$ cat src/rtl/alu_pkg.sv
// Shared definitions for the ALU result path.
//   - Default datapath, opcode-tag and counter widths.
//   - Opcode tags carried alongside results. The result stage does not decode them.
//   - State encoding of the result stage's EMPTY/ONE/FULL occupancy machine.
package alu_pkg;

    localparam int ALU_WIDTH = 64;
    localparam int ALU_OPW   = 3;
    localparam int ALU_CNTW  = 16;

    localparam logic [2:0] OP_AND = 3'd0;
    localparam logic [2:0] OP_OR  = 3'd1;
    localparam logic [2:0] OP_XOR = 3'd2;
    localparam logic [2:0] OP_ADD = 3'd3;
    localparam logic [2:0] OP_SUB = 3'd4;
    localparam logic [2:0] OP_SLL = 3'd5;
    localparam logic [2:0] OP_SRL = 3'd6;
    localparam logic [2:0] OP_SRA = 3'd7;

    typedef enum logic [1:0] {
        ST_EMPTY = 2'd0,
        ST_ONE   = 2'd1,
        ST_FULL  = 2'd2
    } stage_state_e;

endpackage

$ cat src/rtl/alu_flag_gen.sv
// Combinational status-flag generator for an ALU result.
// Ports:
//   result  in   WIDTH  value to classify
//   zero    out  1      result == 0
//   neg     out  1      result MSB
//   parity  out  1      XOR-reduce of result (1 = odd number of ones)
module alu_flag_gen
    import alu_pkg::*;
#(
    parameter int WIDTH = ALU_WIDTH
) (
    input  logic [WIDTH-1:0] result,
    output logic             zero,
    output logic             neg,
    output logic             parity
);

    function automatic logic odd_parity(input logic [WIDTH-1:0] value);
        return ^value;
    endfunction

    assign zero   = (result == {WIDTH{1'b0}});
    assign neg    = result[WIDTH-1];
    assign parity = odd_parity(result);

endmodule

$ cat src/rtl/alu_result_stage.sv
// Registered output stage behind the ALU function units.
// Captures a result with its opcode and its status flags. The flags are computed
// once on the input path and stored with the entry. The stage then presents the
// entry downstream over valid/ready. A main register drives out_*, and a skid
// register absorbs one extra entry. This keeps in_ready a pure flop output while
// still allowing one transfer per cycle.
// Ports:
//   clk, rst                      rising-edge clock, synchronous active-high reset
//   in_valid/in_ready             upstream handshake (in_ready registered)
//   in_op, in_result              opcode tag and ALU result
//   out_valid/out_ready           downstream handshake
//   out_op, out_result            presented entry
//   out_zero, out_neg, out_parity flags stored with the presented entry
//   result_count                  completed output transfers, modulo 2^CNTW
module alu_result_stage
    import alu_pkg::*;
#(
    parameter int WIDTH = ALU_WIDTH,
    parameter int OPW   = ALU_OPW,
    parameter int CNTW  = ALU_CNTW
) (
    input  logic             clk,
    input  logic             rst,
    input  logic             in_valid,
    output logic             in_ready,
    input  logic [OPW-1:0]   in_op,
    input  logic [WIDTH-1:0] in_result,
    output logic             out_valid,
    input  logic             out_ready,
    output logic [OPW-1:0]   out_op,
    output logic [WIDTH-1:0] out_result,
    output logic             out_zero,
    output logic             out_neg,
    output logic             out_parity,
    output logic [CNTW-1:0]  result_count
);

    localparam logic [CNTW-1:0] CNT_ONE = {{(CNTW-1){1'b0}}, 1'b1};

    stage_state_e     state_r;
    stage_state_e     state_nxt_s;
    logic             in_ready_r;
    logic             out_valid_r;
    logic [CNTW-1:0]  count_r;

    logic [OPW-1:0]   main_op_r;
    logic [WIDTH-1:0] main_result_r;
    logic             main_zero_r;
    logic             main_neg_r;
    logic             main_parity_r;

    logic [OPW-1:0]   skid_op_r;
    logic [WIDTH-1:0] skid_result_r;
    logic             skid_zero_r;
    logic             skid_neg_r;
    logic             skid_parity_r;

    logic             in_zero_s;
    logic             in_neg_s;
    logic             in_parity_s;
    logic             accept_s;
    logic             retire_s;
    logic             load_main_in_s;
    logic             load_main_skid_s;
    logic             load_skid_s;

    alu_flag_gen #(
        .WIDTH (WIDTH)
    ) u_flag_gen (
        .result (in_result),
        .zero   (in_zero_s),
        .neg    (in_neg_s),
        .parity (in_parity_s)
    );

    assign accept_s = in_valid & in_ready_r;
    assign retire_s = out_valid_r & out_ready;

    // Next-state and register-load selection for the occupancy FSM.
    always_comb begin
        state_nxt_s      = state_r;
        load_main_in_s   = 1'b0;
        load_main_skid_s = 1'b0;
        load_skid_s      = 1'b0;
        case (state_r)
            ST_EMPTY: begin
                if (accept_s) begin
                    load_main_in_s = 1'b1;
                    state_nxt_s    = ST_ONE;
                end else begin
                    state_nxt_s    = ST_EMPTY;
                end
            end
            ST_ONE: begin
                if (accept_s && retire_s) begin
                    load_main_in_s = 1'b1;
                    state_nxt_s    = ST_ONE;
                end else if (accept_s) begin
                    load_skid_s    = 1'b1;
                    state_nxt_s    = ST_FULL;
                end else if (retire_s) begin
                    state_nxt_s    = ST_EMPTY;
                end else begin
                    state_nxt_s    = ST_ONE;
                end
            end
            ST_FULL: begin
                // in_ready is low here, so no accept can coincide with the retire.
                if (retire_s) begin
                    load_main_skid_s = 1'b1;
                    state_nxt_s      = ST_ONE;
                end else begin
                    state_nxt_s      = ST_FULL;
                end
            end
            default: begin
                state_nxt_s = ST_EMPTY;
            end
        endcase
    end

    // State register plus handshake flags derived from the next state, so both ports come straight from flops.
    always_ff @(posedge clk) begin
        if (rst) begin
            state_r     <= ST_EMPTY;
            in_ready_r  <= 1'b1;
            out_valid_r <= 1'b0;
        end else begin
            state_r     <= state_nxt_s;
            in_ready_r  <= (state_nxt_s != ST_FULL);
            out_valid_r <= (state_nxt_s != ST_EMPTY);
        end
    end

    // Main entry register: loaded from the input or promoted from the skid entry.
    always_ff @(posedge clk) begin
        if (rst) begin
            main_op_r     <= {OPW{1'b0}};
            main_result_r <= {WIDTH{1'b0}};
            main_zero_r   <= 1'b0;
            main_neg_r    <= 1'b0;
            main_parity_r <= 1'b0;
        end else if (load_main_in_s) begin
            main_op_r     <= in_op;
            main_result_r <= in_result;
            main_zero_r   <= in_zero_s;
            main_neg_r    <= in_neg_s;
            main_parity_r <= in_parity_s;
        end else if (load_main_skid_s) begin
            main_op_r     <= skid_op_r;
            main_result_r <= skid_result_r;
            main_zero_r   <= skid_zero_r;
            main_neg_r    <= skid_neg_r;
            main_parity_r <= skid_parity_r;
        end else begin
            main_op_r     <= main_op_r;
            main_result_r <= main_result_r;
            main_zero_r   <= main_zero_r;
            main_neg_r    <= main_neg_r;
            main_parity_r <= main_parity_r;
        end
    end

    // Skid entry register: holds the second entry while the main entry is stalled.
    always_ff @(posedge clk) begin
        if (rst) begin
            skid_op_r     <= {OPW{1'b0}};
            skid_result_r <= {WIDTH{1'b0}};
            skid_zero_r   <= 1'b0;
            skid_neg_r    <= 1'b0;
            skid_parity_r <= 1'b0;
        end else if (load_skid_s) begin
            skid_op_r     <= in_op;
            skid_result_r <= in_result;
            skid_zero_r   <= in_zero_s;
            skid_neg_r    <= in_neg_s;
            skid_parity_r <= in_parity_s;
        end else begin
            skid_op_r     <= skid_op_r;
            skid_result_r <= skid_result_r;
            skid_zero_r   <= skid_zero_r;
            skid_neg_r    <= skid_neg_r;
            skid_parity_r <= skid_parity_r;
        end
    end

    // Retired-result counter. It wraps silently.
    always_ff @(posedge clk) begin
        if (rst) begin
            count_r <= {CNTW{1'b0}};
        end else if (retire_s) begin
            count_r <= count_r + CNT_ONE;
        end else begin
            count_r <= count_r;
        end
    end

    assign in_ready     = in_ready_r;
    assign out_valid    = out_valid_r;
    assign out_op       = main_op_r;
    assign out_result   = main_result_r;
    assign out_zero     = main_zero_r;
    assign out_neg      = main_neg_r;
    assign out_parity   = main_parity_r;
    assign result_count = count_r;

endmodule

$ cat config.mk
export PLATFORM = sky130hd
export DESIGN_NAME = alu_result_stage
export DESIGN_NICKNAME = d
export VERILOG_FILES = /design/src/rtl/alu_pkg.sv /design/src/rtl/alu_flag_gen.sv /design/src/rtl/alu_result_stage.sv
export SDC_FILE = /design/constraint.sdc
export NUM_CORES = 1
export LEC_CHECK = 0
export BUFFER_PORTS_ARGS = -buffer_cell sky130_fd_sc_hd__buf_2
export CAP_MARGIN = 0
export CORE_UTILIZATION = 30
export CTS_CLUSTER_SIZE = 28
export DETAILED_ROUTE_END_ITERATION = 16
export PLACE_DENSITY = 0.51
export SLEW_MARGIN = 30
export SYNTH_ARGS = -nofsm -noshare
export SYNTH_HDL_FRONTEND = slang
export SYNTH_SLANG_ARGS = --single-unit
$ cat constraint.sdc
create_clock -name clk -period 2.6 [get_ports clk]
set_clock_uncertainty 0.15 [all_clocks]
set_input_delay 0.78 -clock clk [delete_from_list [all_inputs] [get_ports clk]]
set_output_delay 0.78 -clock clk [all_outputs]
set_load 0.05 [all_outputs]
==> metrics list, run 1 <==
- Result of the run: finished, final reports clean
* Hold bufs inserted after CTS: 0
* Number of iterations in the first detailed-routing pass: 4
- Cells with a size suffix above 1 make up 29.92% of the layout.
* Max-capacitance violation count: 0
- After detailed placement, the total cell area comes to 8723 µm².
- Static leakage: 4.189 nW
* Worst Path Class, Setup: input port to register
- After synthesis, the share of flip-flops with an asynchronous set or reset is 0%.
- Transition time of the tightest slew-check pin: 0.4633 ns
- Power spread over the standard cell area amounts to 772.8 nW/µm².
- Simple-Gate Fraction of Synth Area: 18.89%
- In the routed design, unresolved DRC markers number 0.
- At the end of routability-driven placement, the weighted congestion stood at 0.7442.
- H-Tree Level Count: 4
- Crit-path max FO: 2
- After the first detailed-routing iteration, the DRC count stood at 306.
* Post-synthesis share of cell area spent on full adders, half adders and majority gates: 6.016%
* Routed wire length: 20.73 mm
- Critical path startpoint category: input port
* Area added between synthesis and finish: 28.33%
- Setup repair after global routing left no endpoint under its margin.
* Share of Yosys cell area claimed by the top area cell type: 43.45%
- Critical Path RT: 2.78 ns
* Die ar.: 24890 µm²
- Synthesis produced a netlist with a net count of 953.
- Sequential standard cell area: 3163 µm²
- For the worst-skew pair, the clock arrives at the later sink with an insertion delay of 0.42 ns.
- CTS saw 158 sinks.
- Vias/cell: 4.586
* Count of flip-flops with a built-in enable after synthesis: 0
- VDD IR max: 0.0004111 V
* Combined area of the multi-input logic cells: 3585 µm²
- After synthesis, the cell types taking the most area are dfxtp_1, a2111oi_2, nor2_1.
* Number of nets at the end of the flow: 1129
- At the worst endpoint, the arrival time is 2.47 ns.
- The number of clock buffers added by TritonCTS is 17.
- Ranking of synthesized cells by instance count: dfxtp_1, nor2_1, nand2_1
- Cell with the most instances after synthesis: dfxtp_1
* Sum of overflow across all layers after global routing: 0
- For this run, the number of Yosys warnings is 0.
- Post-layout minimum cycle time: 2.295 ns
* Count of fill cells added during filler insertion: 2481
- Cell type with the highest aggregate area in the netlist: dfxtp_1
- Global-route usage over all layers: 17.15%
* Number of buffers added for setup after CTS: 0
- The detail route stage leaves a number of antenna-violating nets equal to 0.
- In this run the worst hold path is classified as register to register.
- The floorplan step set the die height to 157.8 µm.
- In the synthesized netlist the dominant register cell turns out to be dfxtp_1.
- The synthesized netlist devotes 18.61% of its cell area to compound gates.
* Number of storage elements in the synthesis netlist: 158
* Count of cell types in the netlist: 33
- Initial standard-cell utilization of the core: 30.83%
* Pin count of the biggest net entering global routing: 62
- After legalization and detailed placement, the total HPWL measured 13.97 mm.
- Port buffering added 158 buffers.
- Register area share after synthesis: 43.45%
- I/O pin count: 159
- STA classifies the critical path endpoint as a register.
- Final hold analysis gives a worst-case slack of 0.2997 ns.
- Of the available clock period, the critical path in the final layout requires 88.28%.
- Mean routed wirelength per cell: 15.28 µm
* Largest family of logic cells by synthesized area: simple AND/OR/NAND/NOR gates
* Cell area after layout: 9341 µm²
* CTS Root Buffer Type: clkbuf_16
- Averaged over all synthesized cells, the footprint is 8.594 µm².
- Setup violations remaining at the end of the flow were counted as 0.
- Bufs on Longest Clock Path: 2
* Netlist area before placement: 7279 µm²
* Post-cts repair resize count: 0
- Core Rows: 56
- Proportion of synthesized area in mux cells: 0.1375%
- Hold Violations, Final: 0
* DR vias: 6218
- Top achievable clock speed: 435.7 MHz
- Number of max-slew violations in the final report: 0
- Number of global-route vias before repair: 6011
* Post-synthesis cell count: 847
- First-pass GRT wire length: 32.71 mm
- Clock tree from TritonCTS: done
- Post-synthesis share of cell area spent on xor and xnor gates: 5.535%
- Clock slew seen by the registers of the worst setup and hold paths: 0.06 ns
* Die outline width: 157.8 µm
- The region available for standard cell placement spans 23610 µm².
- Number of antenna violations at the first check in global routing: 1
- The worst pin sits at a relative slew slack of 69.12%.
[layout by cell type (no fill, tap or decap), drive strengths merged, types with 2 or more instances in the layout]
master and n:
buf 212, ha 35, nand3 6, and4 2, and2 4, bufinv 3, inv 67, clkinv 6
nor4 5, a21oi 74, dfxtp 158, nand4 10, clkinvlp 2, xor2 17, clkbuf 20, a211oi 3
and3 4, xnor2 29, o21ai 2, nor2 156, nand2 150, a2111oi 64
[sequential cells by signal, summed over array words and instances, names as in the netlist]
register / cells
result_count: 16
out_valid: 1
out_parity: 1
out_result: 64
skid_parity_r: 1
skid_zero_r: 1
skid_op_r: 3
state_r: 2
skid_result_r: 64
out_op: 3
in_ready: 1
out_zero: 1
[worst paths after layout]
check                                       from          endpoint  slack (ns)  cells past startpoint
worst min-delay path            skid_result_r[3]  skid_result_r[3]        0.30                      2
worst max register to register         out_valid    out_result[34]        0.60                      8
worst max-delay path               in_result[50]        out_parity        0.30                      9
worst min register to register  skid_result_r[3]  skid_result_r[3]        0.30                      2
[critical path, stage by stage]
cell	delay (ns)
buf_2	0.08
inv_1	0.06
ha_1	0.33
xor2_1	0.18
xnor2_1	0.15
xnor2_1	0.33
xnor2_1	0.18
xnor2_1	0.12
a211oi_1	0.26
[layout make-up]
| cell class | instances | share of cell area, % |
|---|---|---|
| Multi-Input combinational cell | 568 | 38.37 |
| Clock buffer | 20 | 4.889 |
| Clock inverter | 12 | 1.701 |
| Sequential cell | 158 | 33.86 |
| Timing Repair Buffer | 212 | 14.21 |
| Tap cell | 319 | 4.273 |
| Inverter | 66 | 2.665 |
| Antenna cell | 1 | 0.02679 |
[report_power, final]
| part | switching (mW) | leakage [nW] | internal [mW] | total, mW |
|---|---|---|---|---|
| Combinational | 1.23 | 2.60 | 0.630 | 1.87 |
| Clock | 1.07 | 0.297 | 1.57 | 2.64 |
| Sequential | 0.101 | 1.29 | 2.61 | 2.71 |
| Total | 2.41 | 4.19 | 4.81 | 7.22 |
[layer usage]
metal	track usage, %	vias up	share of wire, %
li1	-	3162	-
met1	22.15	2901	48
met2	27.96	138	45
met3	4.325	17	5.7
met4	5.132	0	1.3
met5	0	-	0
[cell families after synthesis]
logic type / after synthesis
simple gates: 341
flops: 158
compound gates: 145
buf+inv: 121
xor+xnor: 46
fa+ha+maj: 35
mux: 1
[metrics by stage]
stage / TNS (ns) / setup slack [ns] / instances / total power [mW] / util (%)
floorplan: 0 / 0.2371 / 847 / 4.117 / -
global placement: -0.2091 / -0.1077 / 1323 / 4.648 / 36.94
detailed placement: -0.2588 / -0.1329 / 1323 / 4.653 / 36.94
CTS: 0 / 0.2960 / 1355 / 7.322 / 39.55
global route: 0 / 0.1686 / 1355 / 7.575 / 39.55
finish: 0 / 0.3046 / 1356 / 7.219 / 39.56
No activity file was read; power rests on OpenSTA's default activity.
==> run 2, diff against run 1 <==
--- a/config.mk
+++ b/config.mk
@@ -10,6 +10,8 @@
 export CORE_UTILIZATION = 30
 export CTS_CLUSTER_SIZE = 28
 export DETAILED_ROUTE_END_ITERATION = 16
+export GPL_TIMING_DRIVEN = 0
+export MAX_ROUTING_LAYER = met4
 export PLACE_DENSITY = 0.51
 export SLEW_MARGIN = 30
 export SYNTH_ARGS = -nofsm -noshare
==> constraint.sdc (replaced) <==
create_clock -name clk -period 3 [get_ports clk]
set_clock_uncertainty 0.15 [all_clocks]
set_input_delay 0.9 -clock clk [delete_from_list [all_inputs] [get_ports clk]]
set_output_delay 0.9 -clock clk [all_outputs]
set_load 0.05 [all_outputs]
==> run 2 against run 1 <==
  * Cell count decreased by 0.15%
  * Sequential share of layout area rose by 1.1 points
  * Combinational power down 16%
  * Sequential power fell by 13%
  * Largest cell class unchanged
==> metrics list, run 2 (same netlist as run 1, synthesis figures left out) <==
- Result of the run: finished, final reports clean (unchanged).
* Area added between synthesis and finish: 24.37% (was 28.33%)
- Static timing analysis puts the maximum clock frequency at 391.6 MHz.
- Number of DRC markers in iteration 0: 319 (was 306)
- Die outline width: 157.8 µm (unchanged)
* Post-layout minimum cycle time: 2.554 ns
- Vias/cell: 4.631 (was 4.586)
* Number of global-route vias before repair: 6154 (was 6011)
* Worst Path Class, Setup: input port to register (unchanged)
* Routability cong.: 0.8042 (was 0.7442)
- H-Tree Level Count: 4 (unchanged)
- Initial standard-cell utilization of the core: 30.83% (unchanged)
- The placeable core region was 23610 µm² (unchanged).
* Final worst-path setup slack: 0.4461 ns (was 0.3046 ns)
- Transition time of the tightest slew-check pin: 0.8117 ns (was 0.4633 ns)
- Commonest cells after routing, fill and taps aside: buf_2, dfxtp_1, nor2_1, nand2_1, a21oi_1 (was dfxtp_1, buf_2, nor2_1, nand2_1, a21oi_1).
- Hold Violations, Final: 0 (unchanged)
* Total design power: 6.163 mW (was 7.219 mW)
* Pin count of the biggest net entering global routing: 17 (was 62)
* Number of antenna violations at the first check in global routing: 1 (unchanged)
- Number of max-slew violations in the final report: 0 (unchanged)
- Critical Path RT: 3.20 ns (was 2.78 ns)
* Static leakage: 4.018 nW (was 4.189 nW)
- The HPWL after detailed placement was 16.09 mm (was 13.97 mm).
* Type of destination of the critical path: register (unchanged)
- The maximum clock insertion buffer count came to 2 (unchanged).
- Mean routed wirelength per cell: 16.17 µm (was 15.28 µm)
- Slowest cell on crit path: buf_1 (was ha_1)
* Total of endpoints with negative setup slack in the final report: 0 (unchanged)
* Delay of the slowest cell on the worst path: 0.50 ns (was 0.33 ns)
- Of the available clock period, the critical path in the final layout requires 85.13%.
* Remaining antenna violation count: 0 (unchanged)
* Global-route usage over all layers: 18.64% (was 17.15%)
* Power density over the cells: 680.7 nW/µm² (was 772.8 nW/µm²)
- Port-buffer cells: 157 (was 158)
* Share of layout cells above drive strength 1: 27.18% (was 29.92%)
- Critical Path AT: 2.75 ns (was 2.47 ns)
- Routed wire length: 21.89 mm (was 20.73 mm)
* DR vias: 6270 (was 6218)
- Post-route met1 wirelength: 10.57 mm (was 9.895 mm)
- The TritonCTS clock tree is done (unchanged).
- The first-pass iteration count of the detailed router was 4 (unchanged).
* Post-cts repair resize count: 0 (unchanged)
- The max-slew headroom at the worst pin came to 45.89% (was 69.12%).
- The kind of path behind the tightest hold check is register to register (unchanged).
* Drc violations: 0 (unchanged)
- Sum of overflow across all layers after global routing: 0 (unchanged)
- Number of nets at the end of the flow: 1129 (unchanged)
* Most common cell after layout, fill and taps aside: buf_2 (was dfxtp_1)
- VDD IR max: 0.0003052 V (was 0.0004111 V)
* Critical path startpoint category: input port (unchanged)
* Routed wl met2: 10.22 mm (was 9.367 mm)
- Crit-path max FO: 10 (was 2)
- Max-capacitance violation count: 0 (unchanged)
- Worst slack after detailed placement: -0.02758 ns (was -0.1329 ns)
- RSZ-0062 raised after global routing: false (unchanged).
* Num CTS Buffers: 17 (unchanged)
- The number of top-level pins was 159 (unchanged).
* Number of buffers added for setup after CTS: 0 (unchanged)
- Die ar.: 24890 µm² (unchanged)
* Clock slew seen by the registers of the worst setup and hold paths: 0.06 ns (about the same)
- Met3 routed WL: 931 µm (was 1.184 mm)
* Most frequent CP cell: nand2_1 (was xnor2_1)
- The clock latency on the worst-skew pair was 0.42 ns (about the same).
* Sink count of the clock tree: 158 (unchanged)
* Core Rows: 56 (unchanged)
- The number of buffers added to fix hold violations after cts is 0 (unchanged).
* Vert. Die Dim: 157.8 µm (unchanged)
- The root buffer cell is clkbuf_16 (unchanged).
- Chain of cells forming the critical path: buf_2, nand2_1, ha_1, nand2_1, buf_2, buf_1, nand2_1, a21oi_1 (was buf_2, inv_1, ha_1, xor2_1, xnor2_1, xnor2_1, xnor2_1, xnor2_1, a211oi_1)
* Uppermost signal routing layer after detailed routing: met4 (unchanged)
- The global-route wire length before repair came to 34.07 mm (was 32.71 mm).
run 2: cell types whose count changed in the layout (fill, tap and decap cells not counted), moves of 2 or more:
| cell | delta |
|---|---|
| clkbuf_1 | +22 |
| buf_12 | -10 |
| buf_4 | -39 |
| clkinvlp_4 | +2 |
| buf_6 | +4 |
| buf_1 | +3 |
| clkinv_4 | -2 |
| buf_2 | +20 |
| inv_6 | -2 |
run 2: layer usage:
layer	track usage, %	vias up
met4	4.392	0
met3	2.956	12
li1	-	3156
met2	29.49	149
met1	24.75	2953
met5	-	-
run 2: where the power goes:
part,switching (mW),total [mW],leakage [nW],internal [mW]
logic,1.08,1.58,2.45,0.500
registers,0.0925,2.36,1.29,2.26
clock network,0.906,2.23,0.277,1.32
run 2: layout make-up:
class / count / area, µm²
diodes: 1 / 2.502
plain buffers: 55 / 287.8
clock buffers: 19 / 442.9
clock inverters: 11 / 143.9
fillers: 2494 / 14560
inverters: 66 / 247.7
multi-input cells: 568 / 3581
flip-flops and latches: 158 / 3163
well taps: 319 / 399.1
repair buffers: 157 / 785.8
run 2: worst paths after layout:
path | from | to | slack [ns] | cells after the start
min reg2reg | skid_result_r[42] | skid_result_r[42] | 0.30 | 2
max reg2reg | out_valid | skid_result_r[60] | 0.65 | 7
min | skid_result_r[42] | skid_result_r[42] | 0.30 | 2
max | out_ready | skid_result_r[60] | 0.45 | 8
run 2: worst max-delay path, delay by kind of cell:
kind	cells	cell delay, ns
AO/OA/AOI/OAI	1	0.15
adder cells (fa/ha/maj)	1	0.26
buffers and inverters	3	0.91
AND/OR/NAND/NOR	3	0.53
run 2: metrics by stage:
step           instances  utilization [%]  hold slack [ns]  setup TNS (ns)  instance area (µm²)
4_1_cts             1353            38.33           0.3055               0                 9051
2_1_floorplan        847                -           0.2867               0                 7279
3_3_place_gp        1323            35.85           0.2925         -0.1892                 8464
6_report            1354            38.34           0.3040               0                 9054
3_5_place_dp        1323            35.85           0.2967        -0.06761                 8464
5_1_grt             1354            38.34           0.3200               0                 9054
